==> config.mk <==
export PLATFORM = sky130hd
export DESIGN_NAME = tick_divider
export DESIGN_NICKNAME = d
export VERILOG_FILES = /design/src/rtl/tick_divider_pkg.sv /design/src/rtl/tick_divider_ch.sv /design/src/rtl/tick_divider.sv
export SDC_FILE = /design/constraint.sdc
export NUM_CORES = 1
export LEC_CHECK = 0
export CAP_MARGIN = 20
export CORE_UTILIZATION = 55
export CTS_CLUSTER_SIZE = 40
export DETAILED_ROUTE_END_ITERATION = 10
export PLACE_DENSITY = 0.82
export SETUP_SLACK_MARGIN = 0.05
export SLEW_MARGIN = 20
export SYNTH_ARGS = -nofsm -noshare
export SYNTH_HDL_FRONTEND = slang
export SYNTH_SLANG_ARGS = --single-unit
==> constraint.sdc <==
create_clock -name clk -period 3.9 [get_ports clk]
set_input_delay 0.975 -clock clk [delete_from_list [all_inputs] [get_ports clk]]
set_output_delay 0.975 -clock clk [all_outputs]
set_load 0.03 [all_outputs]
==> src/rtl/tick_divider_pkg.sv <==
// tick_divider_pkg: shared constants and helpers
// for the multi-channel tick/clock divider.
package tick_divider_pkg;

  localparam int unsigned DEF_PERIOD = 500000;
  localparam int unsigned DEF_HIGH   = 250000;
  localparam int unsigned MIN_PERIOD = 2;

  // Periods below MIN_PERIOD would make the wrap
  // compare degenerate, so they are raised to it.
  function automatic logic [31:0] clamp_period(
    input logic [31:0] p
  );
    return (p < MIN_PERIOD) ? MIN_PERIOD : p;
  endfunction

endpackage

==> src/rtl/tick_divider_ch.sv <==
// tick_divider_ch: one divider channel. Counter,
// active/shadow period+high, pending flag, and the
// registered clk_o/tick_o outputs.
// Ports: clk, rst_n (async low), en_i, sync_i,
//   wr_i + period_i/high_i (shadow load),
//   pend_o, clk_o, tick_o.
module tick_divider_ch
  import tick_divider_pkg::*;
#(
  parameter int          CNT_W = 19,
  parameter int unsigned DEF_P = DEF_PERIOD,
  parameter int unsigned DEF_H = DEF_HIGH
) (
  input  logic             clk,
  input  logic             rst_n,
  input  logic             en_i,
  input  logic             sync_i,
  input  logic             wr_i,
  input  logic [CNT_W-1:0] period_i,
  input  logic [CNT_W-1:0] high_i,
  output logic             pend_o,
  output logic             clk_o,
  output logic             tick_o
);

  localparam logic [CNT_W-1:0] RST_P =
    CNT_W'(clamp_period(DEF_P));
  localparam logic [CNT_W-1:0] RST_H =
    CNT_W'(DEF_H);
  localparam logic [CNT_W-1:0] ONE =
    CNT_W'(1);

  logic [CNT_W-1:0] cnt_q, cnt_d;
  logic [CNT_W-1:0] per_q, per_d;
  logic [CNT_W-1:0] high_q, high_d;
  logic [CNT_W-1:0] sper_q, sper_d;
  logic [CNT_W-1:0] shigh_q, shigh_d;
  logic             pend_q, pend_d;
  logic             clk_q, clk_d;
  logic             tick_q, tick_d;
  logic             last;
  logic             apply;

  always_comb begin
    cnt_d   = cnt_q;
    per_d   = per_q;
    high_d  = high_q;
    sper_d  = sper_q;
    shigh_d = shigh_q;
    pend_d  = pend_q;
    clk_d   = clk_q;
    tick_d  = 1'b0;
    apply   = 1'b0;
    // per_q never drops below 2, no underflow
    last    = (cnt_q == per_q - ONE);

    if (sync_i) begin
      cnt_d = '0;
      apply = pend_q;
      if (en_i) clk_d = (cnt_q < high_q);
    end else if (en_i) begin
      clk_d  = (cnt_q < high_q);
      tick_d = last;
      cnt_d  = last ? '0 : cnt_q + ONE;
      apply  = last & pend_q;
    end

    if (apply) begin
      per_d  = sper_q;
      high_d = shigh_q;
      pend_d = 1'b0;
    end

    // A same-cycle accept lands after the apply:
    // old shadow goes live, new one stays pending.
    if (wr_i) begin
      sper_d  = CNT_W'(clamp_period(32'(period_i)));
      shigh_d = high_i;
      pend_d  = 1'b1;
    end
  end

  always_ff @(posedge clk or negedge rst_n) begin
    if (!rst_n) begin
      cnt_q   <= '0;
      per_q   <= RST_P;
      high_q  <= RST_H;
      sper_q  <= RST_P;
      shigh_q <= RST_H;
      pend_q  <= 1'b0;
      clk_q   <= 1'b0;
      tick_q  <= 1'b0;
    end else begin
      cnt_q   <= cnt_d;
      per_q   <= per_d;
      high_q  <= high_d;
      sper_q  <= sper_d;
      shigh_q <= shigh_d;
      pend_q  <= pend_d;
      clk_q   <= clk_d;
      tick_q  <= tick_d;
    end
  end

  assign pend_o = pend_q;
  assign clk_o  = clk_q;
  assign tick_o = tick_q;

endmodule

==> src/rtl/tick_divider.sv <==
// tick_divider: NCH independent divided clocks with
// runtime period/high, applied at period boundaries.
// Ports: clk, rst_n (async low), en, [sync_in],
//   cfg_valid/cfg_ready/cfg_ch/cfg_period/cfg_high,
//   clk_out[NCH], tick[NCH].
// Define TICK_DIVIDER_SYNC_EN to add sync_in.
module tick_divider
  import tick_divider_pkg::*;
#(
  parameter int          CNT_W          = 19,
  parameter int          NCH            = 4,
  parameter int unsigned DEFAULT_PERIOD = DEF_PERIOD,
  parameter int unsigned DEFAULT_HIGH   = DEF_HIGH,
  localparam int CH_W = (NCH > 1) ? $clog2(NCH) : 1
) (
  input  logic             clk,
  input  logic             rst_n,
  input  logic             en,
`ifdef TICK_DIVIDER_SYNC_EN
  input  logic             sync_in,
`endif
  input  logic             cfg_valid,
  output logic             cfg_ready,
  input  logic [CH_W-1:0]  cfg_ch,
  input  logic [CNT_W-1:0] cfg_period,
  input  logic [CNT_W-1:0] cfg_high,
  output logic [NCH-1:0]   clk_out,
  output logic [NCH-1:0]   tick
);

  localparam int NSLOT = 1 << CH_W;

  logic [NCH-1:0]   pend;
  logic [NSLOT-1:0] pend_ext;
  logic             sync;
  logic             accept;

`ifdef TICK_DIVIDER_SYNC_EN
  assign sync = sync_in;
`else
  assign sync = 1'b0;
`endif

  // Unused channel slots read as not-pending, so
  // out-of-range requests are accepted and dropped.
  always_comb begin
    pend_ext          = '0;
    pend_ext[NCH-1:0] = pend;
  end

  assign cfg_ready = ~pend_ext[cfg_ch];
  assign accept    = cfg_valid & cfg_ready;

  for (genvar i = 0; i < NCH; i++) begin : g_ch
    tick_divider_ch #(
      .CNT_W (CNT_W),
      .DEF_P (DEFAULT_PERIOD),
      .DEF_H (DEFAULT_HIGH)
    ) u_ch (
      .clk      (clk),
      .rst_n    (rst_n),
      .en_i     (en),
      .sync_i   (sync),
      .wr_i     (accept && (cfg_ch == CH_W'(i))),
      .period_i (cfg_period),
      .high_i   (cfg_high),
      .pend_o   (pend[i]),
      .clk_o    (clk_out[i]),
      .tick_o   (tick[i])
    );
  end

endmodule
==> flow_summary.json <==
{
  "yosysSeqAreaShare_pct": 48.63,
  "first_global_vias": 14740,
  "synth-main-ff-cell": "dfrtp_1",
  "synth_nets": 1987,
  "async_flop_share_pct": 100.0,
  "drt_pass1_iterations": 5,
  "crit_top_cell": "or4_1",
  "drc": 0,
  "vias_per_cell": 5.998,
  "fin_crit_ps": 3667,
  "intPower_mw": 8.270,
  "power_density_nw_per_um2": 511.4,
  "wl_per_cell_um": 20.69,
  "areaGrowthSynthToFinish_pct": 12.63,
  "p_switching_mw": 3.514,
  "post_dp_cell_area_um2": 21620,
  "synth_cell_types": 85,
  "path_cells": "or4_1, or4_1, o21ai_0, nand4b_1, nand4bb_1, nor4_2, buf_12, mux2_2",
  "syn_area_per_cell_um2": 10.98,
  "rsz0062_at_grt": "false",
  "first_iter_violations": 951,
  "synth_top_cell_area_share_pct": 34.25,
  "run_status": "finished, final reports clean",
  "period_share_pct": 94.03,
  "hold_viol_final": 0,
  "coreArea_um2": 36610,
  "grt_max_degree": 100,
  "power.total_mw": 11.78,
  "ys_ff_latch": 392,
  "path_clk_slew_ps": 60,
  "holdPathEnd": "g_ch[1].u_ch.sper_q[13]",
  "worst_hold_slack_ps": 456.3,
  "rr_startpoint": "g_ch[0].u_ch.per_q[2]",
  "clock_sinks": 392,
  "p_leak_nw": 10.59,
  "ir_drop_mv": 0.3740,
  "cts_buffer_depth": 3,
  "path_max_fanout": 29,
  "comb_power_share_pct": 20.6,
  "rr_endpoint": "g_ch[0].u_ch.high_q[1]",
  "worstHoldStart": "g_ch[1].u_ch.sper_q[13]",
  "crit_slowest_cell": "or4_1",
  "skew_ps": 16.23,
  "postCtsSetupRepairBufs": 0,
  "die_area_um2": 37970,
  "place_congestion": 0.9112,
  "fmax_ghz": 0.2727,
  "drtAntennaViolNets": 0,
  "worstSetupPathType": "register to register",
  "wl_mm": 50.04,
  "cts.htree.levels": 2,
  "cts_buffers": 41,
  "track_usage_pct": 27.06,
  "nNetsFinal": 2040,
  "vias": 14500,
  "fin_tns_setup_ps": 0,
  "cts_hold_buf": 0,
  "rows": 70,
  "finalMaxSlewViolations": 0,
  "crit_buf_inv": 1,
  "max_stage_delay_ps": 660,
  "power.share.sequential_pct": 45.2,
  "min_path_type": "register to register",
  "n_fill_cell": 2734,
  "crit_family": "simple AND/OR/NAND/NOR gates",
  "syn_inst": 1863,
  "cts-root-buf": "clkbuf_16",
  "pwr-share-clk_pct": 34.2,
  "die_w_um": 194.9,
  "swShare_pct": 29.82,
  "fin_area_um2": 23040,
  "drv_cap": 0,
  "io_buffer_count": 52,
  "synth-edff-count": 0,
  "insertion_delay_ps": 550,
  "grt_pass1_wl_mm": 80.05,
  "worstSetupStartpointType": "register",
  "setup_viol": 0,
  "start_util_pct": 55.88,
  "ys_warn_count": 0,
  "hold_path_depth": 2,
  "drive_gt1_share_pct": 25.86,
  "syn_area_um2": 20460,
  "reg2reg_slack_ps": 230,
  "cp.arrival_ps": 4090,
  "r2r_cells": 8,
  "cts_tree": "yes",
  "tightest_slew_ps": 967.0,
  "synthTopCellsByArea": "dfrtp_1 34%, dfstp_2 14%, mux2_2 13%",
  "antenna_found_initial": 2,
  "die_y_um": 194.9,
  "hpwl_mm": 35.08,
  "overflow": 0,
  "cts_resized": 0,
  "cp-end-kind": "register",
  "ioPinCount": 53,
  "cp.required_ps": 4330,
  "synth_area_leader_cell": "dfrtp_1",
  "relSlewSlack_pct": 35.34
}
power by group through the flow:
stage	Clock, mW	Combinational, mW	Sequential [mW]
final	4.03	2.43	5.33
after global routing	4.26	2.70	5.40
after CTS	4.09	2.42	5.32
after detailed placement	0	2.39	5.37
after global placement	0	2.25	5.33
after floorplan	0	1.86	5.08
layer usage:
metal	global-route usage, %	share of wire, %
met1	35.83	42
met2	43.59	47
met3	3.870	6.1
met4	13.79	5.0
met5	0	0.026
kinds of logic (layout without fill, tap and decap cells):
family | Yosys count | after routing | synth area share [%]
and+or+nand+nor | 592 | 592 | 15.05
DFF | 392 | 392 | 48.63
muxes | 272 | 272 | 14.90
AOI/OAI and AO/OA | 195 | 195 | 6.483
buffers and inverters | 192 | 278 | 4.043
xor gates and xnor gates | 140 | 140 | 5.993
adders and majority gates | 80 | 80 | 4.893
other | 0 | 1 | 0
worst register-to-register path: cells and delay by family (launching register included):
| kind | cells | cell delay, ps |
|---|---|---|
| compound gates | 1 | 190 |
| buf+inv | 1 | 270 |
| flops | 1 | 490 |
| mux | 1 | 380 |
| simple gates | 5 | 2210 |
state kept, by name, indices dropped and copies added (netlist names):
register / cells
g_ch.u_ch.shigh_q: 76
g_ch.u_ch.tick_o: 4
g_ch.u_ch.clk_o: 4
g_ch.u_ch.pend_o: 4
g_ch.u_ch.cnt_q: 76
g_ch.u_ch.per_q: 76
g_ch.u_ch.high_q: 76
g_ch.u_ch.sper_q: 76
layout make-up:
| cell class | instances | area [um^2] | share of cell area (%) |
|---|---|---|---|
| Antenna cell | 1 | 2.502 | 0.01086 |
| Clock buffer | 58 | 1222 | 5.305 |
| Clock inverter | 18 | 177.7 | 0.7711 |
| Inverter | 102 | 382.9 | 1.662 |
| Multi-Input combinational cell | 1279 | 9747 | 42.30 |
| Sequential cell | 392 | 9950 | 43.18 |
| Tap cell | 468 | 585.6 | 2.541 |
| Timing Repair Buffer | 100 | 974.7 | 4.230 |
how the worst max path moves through the flow:
stage	startpoint	to	cells past startpoint
2_1_floorplan	g_ch[1].u_ch.per_q[0]	g_ch[1].u_ch.high_q[10]	12
3_3_place_gp	g_ch[1].u_ch.per_q[1]	g_ch[1].u_ch.high_q[13]	10
3_5_place_dp	g_ch[1].u_ch.per_q[1]	g_ch[1].u_ch.high_q[2]	10
4_1_cts	g_ch[1].u_ch.per_q[1]	g_ch[1].u_ch.high_q[2]	10
5_1_grt	g_ch[1].u_ch.per_q[1]	g_ch[1].u_ch.per_q[9]	10
6_report	g_ch[0].u_ch.per_q[2]	g_ch[0].u_ch.high_q[1]	8
cells in the final DEF (no fill, tap or decap), types with 31 or more instances in the layout:
| cell type | synthesis | layout |
|---|---|---|
| nand2_1 | 174 | 174 |
| a21oi_1 | 43 | 43 |
| nand3_1 | 44 | 43 |
| mux2_2 | 236 | 236 |
| nor3_1 | 31 | 31 |
| xor2_1 | 74 | 74 |
| xnor2_1 | 66 | 66 |
| o21ai_0 | 39 | 39 |
| dfrtp_1 | 280 | 280 |
| dfstp_2 | 112 | 112 |
| inv_1 | 102 | 102 |
| clkdlybuf4s50_1 | 0 | 50 |
| ha_1 | 80 | 80 |
| nor2_1 | 123 | 123 |
| clkbuf_16 | 0 | 43 |
| buf_4 | 12 | 41 |
synthesized netlist by cell type, types with 12 or more instances:
| cell type | n |
|---|---|
| nand2_1 | 174 |
| xnor2_1 | 66 |
| buf_2 | 13 |
| mux2_1 | 25 |
| nand3_1 | 44 |
| mux2_2 | 236 |
| nand2b_1 | 23 |
| nor2_1 | 123 |
| and3_1 | 20 |
| xor2_1 | 74 |
| ha_1 | 80 |
| nor2b_1 | 15 |
| nor3_1 | 31 |
| inv_1 | 102 |
| or4_1 | 15 |
| dfstp_2 | 112 |
| dfrtp_1 | 280 |
| buf_4 | 12 |
| a21o_1 | 12 |
| a21oi_1 | 43 |
| nor4_1 | 25 |
| o211ai_1 | 12 |
| nand4_1 | 30 |
| clkbuf_1 | 53 |
| or3_1 | 20 |
| o21ai_0 | 39 |
through the flow:
stage | setup WS (ps) | std cells | utilization, %
final | 232.8 | 2418 | 62.94
after global routing | 63.96 | 2417 | 62.93
after CTS | 70.61 | 2417 | 62.88
after detailed placement | 87.19 | 2341 | 59.06
after global placement | 106.0 | 2341 | 59.06
after floorplan | 409.7 | 1863 | -
Power figures use the tool's default switching activity.
==> RTL change 1: new RTL, config.mk and constraints unchanged <==
The option `TICK_DIVIDER_SYNC_EN` is turned on by a define.
--- a/src/rtl/tick_divider.sv
+++ b/src/rtl/tick_divider.sv
@@ -4,6 +4,8 @@
 //   cfg_valid/cfg_ready/cfg_ch/cfg_period/cfg_high,
 //   clk_out[NCH], tick[NCH].
 // Define TICK_DIVIDER_SYNC_EN to add sync_in.
+`define TICK_DIVIDER_SYNC_EN
+
 module tick_divider
   import tick_divider_pkg::*;
 #(
Ports: changed (added sync_in); port bits go from 53 to 54. The function was not compared with the original's and may differ.
==> RTL change 1 against the original RTL <==
Design area grew 1.3%; synthesized area grew 0.80%; setup slack lost 9.3 ps; sequential cell count is the same; sequential share of layout area shrank 0.54 points; cell count shrank 2.1%; die area grew 0.79%; total power grew 26%; hold slack lost 26 ps; routed wire length grew 5.9%; critical path depth shrank 4; core utilization grew 0.50 points; critical path type is now in2out; critical endpoint is now cfg_ready; highest routed layer is now met4.
==> RTL change 1: results (changes against the original RTL) <==
The tools report the endpoint of the lowest-slack register-to-register path as g_ch[3].u_ch.high_q[18]. The max-slew headroom at the worst pin came out at 0.400 (+0.0466). The area of combinational cells with multiple inputs is 9920 µm² (+1.8%).

The post-synthesis compound-gate area fraction works out to 0.0740 (+0.00919). The logs give 1,992 (-2.4%) for the net total in the final layout and 392 (unchanged) for the number of sequential cells. The tools report the worst hold margin as 430 ps (-26.2 ps). The maximum fanout encountered on the critical timing path was 5 (-83%).

The antenna diode count is 0 (-1), and the number of buffers added on ports is 53 (+1.9%). Maximum number of pins on one net before global-route repair: 95 (-5.0%). By count the netlist is led by 280 x sky130_fd_sc_hd__dfrtp_1, 273 x sky130_fd_sc_hd__mux2_2, 112 x sky130_fd_sc_hd__dfstp_2. The leakage dissipation was 10.3 nW (-2.5%); the share of post-route cells with drive strength above 1 was 0.292 (+0.0335). The data arrival time of the worst path came out at 2700 ps (-1390 ps). The run finished with clean final reports.

The longest individual stage delay on the worst path is 640 ps (-20 ps). The number of distinct library cells after synthesis is 79 (-7.1%), and the number of vias per cell after detailed routing is 6.16 (+2.7%). In this run the worst setup path terminates at cfg_ready. The xor/xnor share of the synthesized area is 0.0556 (-0.00430).

The peak supply drop is 0.000293 V (-22%), and the post-synthesis share of cell area spent on full adders, half adders and majority gates is 0.0485 (-0.000389). Relative area of clock buffers and inverters in the final design: 0.0638 (+0.00299). On the critical path, the stage with the largest delay is an instance of sky130_fd_sc_hd__clkdlybuf4s50_1.

The relative area of non-clock buffer cells in the final design is 0.0431 (+0.000809). The total CTS buffers was 42 (+2.4%); the worst-case setup margin in the final layout was 223 ps (-9.32 ps). Total routing usage reported by global routing: 0.284 (+0.0135).

The detailed placer's ending HPWL is 36,800 µm (+4.9%).
[RTL change 1: cell types whose count changed in the layout (fill, tap and decap cells not counted), moves of 18 or more]
cell / delta
sky130_fd_sc_hd__mux2_2: +37
sky130_fd_sc_hd__mux2_1: -22
sky130_fd_sc_hd__nand2_1: -99
sky130_fd_sc_hd__o21ai_0: +18
sky130_fd_sc_hd__nor2_1: -30
sky130_fd_sc_hd__a21o_1: +28
sky130_fd_sc_hd__mux2_4: +19
[RTL change 1: power by group]
part / internal (mW) / switching, mW
logic: 2.04 / 1.91
registers: 5.55 / 1.08
clock network: 2.61 / 1.66
[RTL change 1: stage by stage]
step | total power, mW | cells | cell area, µm² | util
floorplan | 9.32 | 1806 | 20600 | -
global placement | 10.3 | 2291 | 21800 | 0.594
detailed placement | 10.5 | 2291 | 21800 | 0.594
CTS | 14.9 | 2368 | 23300 | 0.634
global route | 15.6 | 2368 | 23300 | 0.634
finish | 14.9 | 2368 | 23300 | 0.634
[RTL change 1: logic make-up (layout without fill, tap and decap cells)]
| family | Yosys count | in the layout |
|---|---|---|
| DFF | 392 | 392 |
| AOI/OAI and AO/OA | 225 | 225 |
| muxes | 312 | 312 |
| adders and majority gates | 80 | 80 |
| and+or+nand+nor | 476 | 476 |
| xor gates and xnor gates | 131 | 131 |
| buffers and inverters | 190 | 284 |
[RTL change 1: critical path, delay by kind of cell]
kind,cells,cell delay (ps)
buf+inv,2,840
compound gates,1,500
mux,1,380
[RTL change 1: layer usage]
layer  routed length, µm  vias to the layer above  track usage
li1                    -                     6592            -
met1               22400                     7415        0.375
met2               25200                      449        0.466
met3                2890                      130       0.0361
met4                2570                        0        0.136
met5                   0                        -            0
[RTL change 1: what timing repair did]
item	4_1_cts	5_1_grt
buffers inserted	0	0
gates resized for setup	0	4
setup endpoints to repair	0	27
==> RTL change 2: new RTL, config.mk and constraints unchanged <==
Without the edit above. Register the input `cfg_high` before use, without a reset. The logic sees it one clock later. The other inputs are not delayed to match.
--- a/src/rtl/tick_divider.sv
+++ b/src/rtl/tick_divider.sv
@@ -29,6 +29,12 @@
 );
 
   localparam int NSLOT = 1 << CH_W;
+
+  logic [CNT_W-1:0] cfg_high_q;
+
+  always_ff @(posedge clk) begin
+    cfg_high_q <= cfg_high;
+  end
 
   logic [NCH-1:0]   pend;
   logic [NSLOT-1:0] pend_ext;
@@ -63,7 +69,7 @@
       .sync_i   (sync),
       .wr_i     (accept && (cfg_ch == CH_W'(i))),
       .period_i (cfg_period),
-      .high_i   (cfg_high),
+      .high_i   (cfg_high_q),
       .pend_o   (pend[i]),
       .clk_o    (clk_out[i]),
       .tick_o   (tick[i])
Function: same outputs for any inputs over 10 cycles, from zero or initial values and one cycle with rst_n low; that may be too few to reach the edited logic, so the function may still have changed.
==> RTL change 2 against the original RTL <==
First-iteration DRC count is 24% higher; critical path depth is 4 higher; via count is 5.6% higher; design area is 4.1% higher; combinational power is 22% lower; setup slack worse by 120 ps; sequential cell count is 19 higher; sequential share of layout area is 0.12 points lower; total power is 2.8% higher; fmax is 3.3% lower; synthesized area is 1.9% higher; clock power is 13% higher; routed wire length is 8.5% higher; critical endpoint is now g_ch[2].u_ch.per_q[0].
==> RTL change 2: results (changes against the original RTL) <==
Post-synthesis compound-gate area fraction: 0.0680 (+0.00317). The tools report the data arrival time of the worst path as 4220 ps (+130 ps). The DRC marker count from the first detailed-route iteration came out at 1,181 (+24%). The logs give 0.284 (+0.0129) for the total routing usage reported by global routing and 2,485 (+6.2%) for the number of instances in the placed design. The total CTS buffers is 44 (+7.3%), and the measured slew at the worst slew-check pin is 987 ps (+20.4 ps).

The kind of path behind the tightest hold check was in2async. The path depth of the worst reg2reg path works out to 12 (+4). Among all stages on the critical path, the largest delay is contributed by sky130_fd_sc_hd__or4_4. The initial antenna violation count came out at 4 (+2). Counting instances in the post-synthesis netlist gives the leading cell types as 280 x sky130_fd_sc_hd__dfrtp_1, 275 x sky130_fd_sc_hd__nand2_1, 134 x sky130_fd_sc_hd__mux2_1. The detailed placer's ending HPWL was 36,600 µm (+4.3%); the maximum number of pins on one net before global-route repair was 114 (+14%). The xor/xnor share of the synthesized area was 0.0574 (-0.00256); the share of synthesized area spent on multiplexers was 0.129 (-0.0202).

The final setup skew was 18.7 ps (+2.47 ps); the die outline width was 197 µm (+0.94%). The routability congestion estimate from global placement came out at 0.912 (about the same). The average routed wire per standard cell is 21.0 µm (+1.5%), and the net total in the final layout is 2,164 (+6.1%).

The flow ran to the end, and the final reports show no timing, DRC or antenna violations. The count of placed standard cells in the final layout, fillers left out is 2,584 (+6.9%). The logs give 570 ps (+20 ps) for the worst-skew pair later-pin latency and 2,084 (+4.9%) for the net count after synthesis. The longest individual stage delay on the worst path is 610 ps (-50 ps). The worst slack at placement was 120 ps (+32.9 ps); the post-detailed-placement cell area was 22,200 µm² (+2.5%). Number of distinct library cells after synthesis: 80 (-5.9%). The number of instances in the synthesized netlist is 1,960 (+5.2%), and the via total after detailed routing is 15,311 (+5.6%).

In the post-synthesis netlist, the biggest area contributors are sky130_fd_sc_hd__dfrtp_1 34%, sky130_fd_sc_hd__dfstp_2 14%, sky130_fd_sc_hd__mux2_1 7.2%. First-pass GRT wire length: 84,500 µm (+5.5%). The startpoint type of the worst setup path is a register. The total count of max-transition violations in the final report came out at 0 (unchanged). The logs give 15,248 (+3.5%) for the number of global-route vias before repair and 11.2 nW (+6.0%) for the leakage dissipation. The count of flip-flops with a built-in enable after synthesis came out at 0 (unchanged). The share of async-settable or async-resettable flops after synthesis was 0.954 (-0.0462).

The worst register-to-register path begins at g_ch[2].u_ch.per_q[1]. The peak supply drop was 0.000396 V (+6.0%). The sequential share of the synthesized area is 0.495 (+0.00914), and the post-synthesis share of cell area spent on full adders, half adders and majority gates is 0.0480 (-0.000916).

The maximum fanout encountered on the critical timing path came out at 19 (-34%). The share of post-route cells with drive strength above 1 came out at 0.188 (-0.0703).
RTL change 2: changes by cell type in the layout (fill, tap and decap cells not counted), moves of 13 or more:
cell                      before  now
sky130_fd_sc_hd__a21oi_1      43   65
sky130_fd_sc_hd__buf_4        41   54
sky130_fd_sc_hd__dfxtp_1       0   19
sky130_fd_sc_hd__mux2_1       25  134
sky130_fd_sc_hd__mux2_2      236   93
sky130_fd_sc_hd__nand2_1     174  275
sky130_fd_sc_hd__nor2_1      123  107
sky130_fd_sc_hd__nor3_1       31   45
RTL change 2: power breakdown:
group | internal [mW] | total [mW] | switching, mW
sequential | 5.06 | 5.65 | 0.590
clock | 2.77 | 4.57 | 1.81
combinational | 0.889 | 1.89 | 1.01
RTL change 2: critical path: cells and delay by family (launching register included):
family | cells | cell delay (ps)
xor+xnor | 1 | 180
fa+ha+maj | 1 | 210
buf+inv | 4 | 620
compound gates | 1 | 170
flops | 1 | 410
mux | 1 | 370
simple gates | 4 | 1680
RTL change 2: area by class of cell:
type                            instances  area [µm²]
Tap cell                              504         631
Clock inverter                         25         385
Fill cell                            2811       13000
Timing Repair Buffer                  120        1190
Clock buffer                           57        1220
Sequential cell                       411       10300
Antenna cell                            4        10.0
Multi-Input combinational cell       1359        9830
Inverter                              104         390
RTL change 2: kinds of logic (layout without fill, tap and decap cells):
group | count (synthesis) | after routing
other | 0 | 4
adder cells (fa/ha/maj) | 80 | 80
multiplexers | 240 | 240
XOR/XNOR | 135 | 135
AND/OR/NAND/NOR | 684 | 684
flip-flops | 411 | 411
buffers and inverters | 190 | 306
AO/OA/AOI/OAI | 220 | 220
RTL change 2: path summary, 6_finish.rpt:
| check | to | slack (ps) |
|---|---|---|
| hold / removal | g_ch[2].u_ch.cnt_q[10] | 420 |
| setup reg to reg | g_ch[2].u_ch.per_q[0] | 110 |
| max in group asynchronous | g_ch[2].u_ch.per_q[8] | 2440 |
| setup / recovery | g_ch[2].u_ch.per_q[0] | 110 |
| min in group clk | g_ch[2].u_ch.sper_q[13] | 460 |
| hold reg to reg | g_ch[2].u_ch.sper_q[13] | 460 |
RTL change 2: what timing repair did:
item,4_1_cts,5_1_grt
setup endpoints to repair,0,76
hold endpoints to repair,0,0
buffers inserted,0,9
gates resized for setup,0,20
RTL change 2: layer usage:
layer	up-vias	part of all wire	GRT usage
met2	495	0.47	0.457
met5	-	0	0
met4	0	0.049	0.136
met3	156	0.063	0.0465
met1	7657	0.42	0.375
li1	7003	-	-
